--- config.mk ---
export PLATFORM = sky130hd
export DESIGN_NAME = banner_scroll_ctrl
export DESIGN_NICKNAME = d
export VERILOG_FILES = /design/src/rtl/banner_scroll_ctrl.sv
export SDC_FILE = /design/constraint.sdc
export NUM_CORES = 1
export LEC_CHECK = 0
export ABC_AREA = 1
export CORE_MARGIN = 8
export CORE_UTILIZATION = 48
export CTS_CLUSTER_DIAMETER = 60
export DETAILED_ROUTE_END_ITERATION = 7
export GPL_TIMING_DRIVEN = 0
export PLACE_DENSITY = 0.87
export SLEW_MARGIN = 10
export SYNTH_ARGS = -nofsm -noshare
export SYNTH_HDL_FRONTEND = slang
export SYNTH_SLANG_ARGS = --single-unit
--- constraint.sdc ---
create_clock -name clk -period 2.4 [get_ports clk]
set_input_delay 0.36 -clock clk [delete_from_list [all_inputs] [get_ports clk]]
set_output_delay 0.36 -clock clk [all_outputs]
set_load 0.02 [all_outputs]
--- src/rtl/banner_scroll_ctrl.sv ---
// Banner scroll controller: steps a horizontal scroll offset on frame
// boundaries and answers per-pixel lookups against the selected banner ROM
// through a fixed two-stage pipeline.
module banner_scroll_ctrl #(
  parameter int WIDTH    = 71,
  parameter int ROWS     = 15,
  parameter int SCREEN_W = 32,
  parameter int TICK_DIV = 1500000,
  parameter int NWORDS   = 8
) (
  input  logic             clk,
  input  logic             rst,
  input  logic             start,
  input  logic             stop,
  input  logic             loop_en,
  input  logic [2:0]       word_sel,
  input  logic             frame_start,
  input  logic             pix_req,
  input  logic [4:0]       pix_x,
  input  logic [3:0]       pix_y,
  output logic [2:0]       rom_sel,
  output logic [4:0]       rom_addr,
  input  logic [WIDTH-1:0] rom_data,
  output logic             pix_valid,
  output logic             pix_on,
  output logic             busy,
  output logic             done
);

  localparam int TW = $clog2(TICK_DIV);
  localparam logic [TW-1:0] TICK_LAST = TW'(TICK_DIV - 1);
  localparam logic [6:0]    OFF_LAST  = 7'(WIDTH + SCREEN_W - 1);
  localparam logic [7:0]    SUM_LO    = 8'(SCREEN_W);
  localparam logic [7:0]    SUM_HI    = 8'(SCREEN_W + WIDTH);
  localparam logic [4:0]    ROWS_LIM  = 5'(ROWS);
  localparam logic [6:0]    COL_MSB   = 7'(WIDTH - 1);

  typedef enum logic {S_IDLE, S_RUN} state_t;

  state_t          state_reg, state_next;
  logic [6:0]      offset_reg, offset_next;
  logic [TW-1:0]   tick_reg, tick_next;
  logic            pending_reg, pending_next;
  logic [2:0]      rom_sel_reg, rom_sel_next;
  logic            done_reg, done_next;
  logic            busy_reg;
  logic            tick_wrap;
  logic            word_ok;

  // Lookup pipeline
  logic [7:0]      sum;
  logic            vis_next, vis_reg;
  logic [6:0]      col_next, col_reg;
  logic [6:0]      bit_idx;
  logic            req_d1_reg;
  logic            pix_valid_reg, pix_on_reg;

  assign tick_wrap = (state_reg == S_RUN) && (tick_reg == TICK_LAST);
  assign word_ok   = 32'(word_sel) < NWORDS;

  // Next-state logic: stop beats start, start (re)arms, RUN ticks and steps
  always_comb begin
    state_next   = state_reg;
    offset_next  = offset_reg;
    tick_next    = tick_reg;
    pending_next = pending_reg;
    rom_sel_next = rom_sel_reg;
    done_next    = 1'b0;
    if (stop) begin
      state_next   = S_IDLE;
      offset_next  = '0;
      tick_next    = '0;
      pending_next = 1'b0;
    end else if (start) begin
      state_next   = S_RUN;
      offset_next  = '0;
      tick_next    = '0;
      pending_next = 1'b0;
      rom_sel_next = word_ok ? word_sel : 3'd0;
    end else if (state_reg == S_RUN) begin
      tick_next    = tick_wrap ? '0 : tick_reg + TW'(1);
      pending_next = pending_reg | tick_wrap;
      // A pending step is consumed only at a frame boundary to avoid tearing
      if (frame_start && pending_reg) begin
        pending_next = tick_wrap;
        if (offset_reg != OFF_LAST) begin
          offset_next = offset_reg + 7'd1;
        end else if (loop_en) begin
          offset_next = '0;
        end else begin
          state_next  = S_IDLE;
          offset_next = '0;
          tick_next   = '0;
          done_next   = 1'b1;
        end
      end
    end
  end

  // Control state register
  always_ff @(posedge clk) begin
    if (rst) begin
      state_reg   <= S_IDLE;
      offset_reg  <= '0;
      tick_reg    <= '0;
      pending_reg <= 1'b0;
      rom_sel_reg <= 3'd0;
      done_reg    <= 1'b0;
      busy_reg    <= 1'b0;
    end else begin
      state_reg   <= state_next;
      offset_reg  <= offset_next;
      tick_reg    <= tick_next;
      pending_reg <= pending_next;
      rom_sel_reg <= rom_sel_next;
      done_reg    <= done_next;
      busy_reg    <= (state_next == S_RUN);
    end
  end

  // Stage 0: screen column plus offset lands in banner space at sum-SCREEN_W
  always_comb begin
    sum      = {3'b000, pix_x} + {1'b0, offset_reg};
    vis_next = pix_req && (state_reg == S_RUN) && ({1'b0, pix_y} < ROWS_LIM) &&
               (sum >= SUM_LO) && (sum < SUM_HI);
    // Column forced to 0 when invisible so the ROM bit select stays in range
    col_next = vis_next ? 7'(sum - SUM_LO) : 7'd0;
  end

  assign bit_idx = COL_MSB - col_reg;

  // Two-stage lookup pipeline; rom_data lines up with the stage-1 registers
  always_ff @(posedge clk) begin
    if (rst) begin
      vis_reg       <= 1'b0;
      col_reg       <= '0;
      req_d1_reg    <= 1'b0;
      pix_valid_reg <= 1'b0;
      pix_on_reg    <= 1'b0;
    end else begin
      vis_reg       <= vis_next;
      col_reg       <= col_next;
      req_d1_reg    <= pix_req;
      pix_valid_reg <= req_d1_reg;
      pix_on_reg    <= vis_reg & rom_data[bit_idx];
    end
  end

  assign rom_addr  = {1'b0, pix_y};
  assign rom_sel   = rom_sel_reg;
  assign pix_valid = pix_valid_reg;
  assign pix_on    = pix_on_reg;
  assign busy      = busy_reg;
  assign done      = done_reg;

endmodule

* Word level (Yosys, flattened, before mapping)
Index checks and enable logic that the tools add are counted.
** Word-level totals
- Register bits after elaboration :: 45
- Bits in latches :: 0
- Bits in writable memories :: 0
- Memory bits (read-only) :: 0
- Input bits :: 90
- Output and inout port bits :: 12
- Word-level logic and storage cells :: 54
- Memories :: 0
** Cells by class
- Add/sub/neg operators :: 5
- $mul :: 0
- Div/mod/pow operators :: 0
- Order comparisons :: 4
- Eq/ne operators :: 2
- Shift-type cells :: 0
- Muxes and demuxes :: 14
- Bitwise gates (word level) :: 6
- Reductions and logical operators :: 12
** Operators by type and width (number)
- 21-bit 2-to-1 mux :: 4
- 21-bit by 1-bit adder with 21-bit output, second input constant :: 1
- 21-bit equality test, second input constant :: 1
- 5-bit by 7-bit adder with 8-bit output :: 1
- 8-bit by 6-bit greater-or-equal comparator with 1-bit output, second input constant :: 1
- 7-bit by 8-bit less-than comparator with 1-bit output, second input constant :: 1
- 8-bit by 7-bit less-than comparator with 1-bit output, second input constant :: 1
- 1-bit 2-to-1 mux :: 8
- 7-bit by 1-bit adder with 7-bit output, second input constant :: 1
- 1-bit binary-select mux with 7-bit select :: 1
- 7-bit 2-to-1 mux :: 1
- 7-bit != test, second input constant :: 1
- 7-bit by 6-bit subtractor with 7-bit output, second input constant :: 1
- 7-bit subtractor, first input constant :: 1
- 1-bit logical AND :: 6
- 6-bit OR reduction :: 1
- 4-bit less-than comparator, second input constant :: 1
- 1-bit NOT :: 4
- 2-bit AND reduction :: 2
- 2-bit OR reduction :: 2
- 3-bit OR reduction :: 1
- 1-bit bitwise AND :: 1
- 1-bit OR :: 1

* Longest topological paths before layout
- Word-level depth :: 6
- Gate-level depth with buffers :: 13
- Depth with buffers taken out :: 13

* Worst setup path before layout
No wires, ideal clock.
- Kind :: input -> register
- Start point :: input pix_x[0]
- End point :: register col_reg[0]
- Library setup time :: 0.065 ns
- Arrival :: 1.703 ns
- Path slack :: 0.632 ns
- Stages :: 8
- Path buffers :: 0
- Cells stage by stage :: ha_1 -> fa_1 -> a31oi_1 -> xor2_1 -> nand3_1 -> nand2_1 -> nand2_2 -> nor2_1
** On the way
- Word-level cells in the longest chain between the ends :: 6
- Elaborated cells between the ends (all ways) :: 8
- Classes of those cells :: 2 x add/sub; 2 x order compare; 1 x bitwise; 3 x reduce/logical
** RTL lines
- from (decl) :: line 19 : input logic [4:0] pix_x,
- 5-bit by 7-bit adder with 8-bit output * :: line 123 : sum = {3'b000, pix_x} + {1'b0, offset_reg};
- 8-bit by 6-bit greater-or-equal comparator with 1-bit output :: line 125 : (sum >= SUM_LO) && (sum < SUM_HI);
- 1-bit logical AND :: line 124 : vis_next = pix_req && (state_reg == S_RUN) && ({1'b0, pix_y} < ROWS_LIM) &&
- 1-bit logical AND :: line 125
- 1-bit NOT (no source line)
- 2-bit OR reduction (no source line)
- to (signal assigned) :: line 142 : col_reg <= col_next;
- to (decl) :: line 53 : logic [6:0] col_next, col_reg;
Every way passes the cells marked *; elsewhere a longest branch is shown, timed or not.
A chain may end at the register's enable or synchronous reset.

* Worst setup path in the final report
- Start point :: input pix_x[0]
- End point :: register col_reg[4]
The elaborated chain is that of the path after synthesis.

==> flow_metrics.env <==
export IMPL_cts_buffers=5
export IMPL_synth_area_per_cell_um2=6.34
export IMPL_place_area_um2=4480
export IMPL_cts_resized=0
export IMPL_fin_skew_ns=0.00683
export IMPL_worstPathArrival_ns=2.28
export IMPL_grt_max_degree=15
export IMPL_ys_async_sr_fraction_pct=0
export IMPL_vdd_ir_drop_max_mv=0.257
export IMPL_core_um2=6790
export IMPL_routed_wirelength_um=10300
export IMPL_critPathKind="in2reg"
export IMPL_outcome="finished clean"
export IMPL_required_ns=2.64
export IMPL_synth_edff_count=0
export IMPL_post_cts_setup_buffers=0
export IMPL_ctsHoldBuffers=0
export IMPL_wire_per_inst_um=14.1
export IMPL_nets=736
export IMPL_yosysSeqAreaShare_pct=26.9
export IMPL_setup_tns_final_ns=0
export IMPL_fill_cells=609
export IMPL_start_kind="primary input"
export IMPL_syn_to_final_growth_pct=37.0
export IMPL_insertion_delay_ns=0.30
export IMPL_synth_top_area_share_pct=26.9
export IMPL_power_density_nw_per_um2=358
export IMPL_cp_end_kind="register"
export IMPL_cts_sinks=45
export IMPL_num_vias=3797
export IMPL_ant_nets=0
export IMPL_cellLeakagePower_nw=1.88
export IMPL_path_max_fanout=7
export IMPL_fp_dieH_um=99.6
export IMPL_synth_cell_types=43
export IMPL_cts_tree="done"
export IMPL_antenna_found_initial=0
export IMPL_syn_inst=529
export IMPL_final_cell_area_um2=4600
export IMPL_rsz0062_at_grt="no"
export IMPL_yosysTopAreaCell="dfxtp_1"
export IMPL_fmax_mhz=489
export IMPL_final_setup_viol_count=0
export IMPL_ys_seq_elements=45
export IMPL_start_util_pct=49.4
export IMPL_dpl_hpwl_um=8310
export IMPL_dieArea_um2=9920
export IMPL_via_per_inst=5.18
export IMPL_max_cap_violations=0
export IMPL_synth_net_count=629
export IMPL_grt_ovfl_total=0
export IMPL_hold_slack_ns=0.446
export IMPL_hold_viol_final=0
export IMPL_dieWidth_um=99.6
export IMPL_largest_register_ffs=21
export IMPL_diodes=0
export IMPL_gp_congestion=0.933
export IMPL_drc_errors=0
export IMPL_grt_pass1_wl_um=17200
export IMPL_min_period_over_period_pct=85.2
export IMPL_netlist_area_um2=3350
export IMPL_first_iter_violations=223
export IMPL_grt_total_usage_pct=20.7
export IMPL_synth_ff_type="dfxtp_1"
export IMPL_root_buffer="clkbuf_8"
export IMPL_min_period_ns=2.05
export IMPL_dr_pass1_iters=7
export IMPL_ios=102
export IMPL_drive_gt1_share_pct=11.9
export IMPL_synth_area_leaders="dfxtp_1 (27%), nand2_1 (17%), nand3_1 (12%)"
export IMPL_clk_pin_slew_ns=0.09
export IMPL_rows=30
export IMPL_grt_pass1_vias=3600
export IMPL_io_buffers=100
export IMPL_slew_violations=0
export IMPL_yosysWarningCount=0
export IMPL_htreeDepth=2
export IMPL_min_path_type="reg2reg"
export IMPL_cts_max_path_buffers=2
-- worst max-delay path, cell delays in order --
cell and delay [ns]:
clkdlybuf4s50_1 0.40, ha_1 0.23, fa_1 0.43, a31oi_1 0.22
xor2_1 0.22, nand3_1 0.12, nand2_1 0.10, nand2_2 0.10
nor2_1 0.10
-- cell usage after synthesis (all sizes together) (6+ instances only) --
cell type  instances
a21oi             27
o21ai             18
nand2            166
nor3               7
inv               62
xor2               6
ha                 9
buf               20
dfxtp             45
nor2              50
nand4              6
nand3             85
-- cell families (layout without fill, tap and decap cells) --
group,after synthesis,count (layout),share of synthesized area [%]
AOI/OAI and AO/OA,58,58,11.0
xor gates and xnor gates,8,8,2.31
adders and majority gates,10,10,3.95
buffers and inverters,84,192,11.2
DFF,45,45,26.9
other,1,1,0.112
and+or+nand+nor,323,323,44.6
-- per-layer routing --
metal  GRT usage, %  part of all wire, %
met4           5.01                  1.3
met3           2.65                  6.5
met5              0                    0
met2           36.1                   48
met1           26.1                   45
-- cells in the final DEF (no fill, tap or decap), types with 8 or more instances in the layout --
master / count
a21oi_1: 20
buf_2: 8
buf_4: 11
clkdlybuf4s50_1: 100
dfxtp_1: 45
ha_1: 9
inv_1: 55
nand2_1: 154
nand2_2: 11
nand3_1: 79
nor2_1: 42
o21ai_0: 13
-- area by class of cell --
class	instances	area [µm²]	area share (%)
clock buffers	6	82.6	1.80
clock inverters	2	37.5	0.817
plain buffers	22	141	3.08
well taps	96	120	2.61
repair buffers	100	1000	21.8
multi-input cells	400	2080	45.2
inverters	62	235	5.12
flip-flops and latches	45	901	19.6
-- where the power goes --
part	switching [mW]	internal [mW]
logic	0.105	0.178
clock network	0.270	0.339
registers	0.00246	0.752
total	0.377	1.27
-- worst paths after layout --
path / from / end / slack (ns) / cells past startpoint
max: pix_x[0] / col_reg[4] / 0.35 / 9
min: req_d1_reg / pix_valid / 0.45 / 2
max reg2reg: offset_reg[0] / col_reg[4] / 0.49 / 8
min reg2reg: req_d1_reg / pix_valid / 0.45 / 2
-- stage by stage --
step	utilization [%]	power [mW]	std cells	worst slack, ns
4_1_cts	67.6	1.65	733	0.339
6_report	67.6	1.65	733	0.355
3_3_place_gp	65.9	1.05	725	0.0586
5_1_grt	67.6	1.71	733	0.192
2_1_floorplan	-	0.866	529	0.632
3_5_place_dp	65.9	1.05	725	0.0397
(Power assumes the default switching activity.)
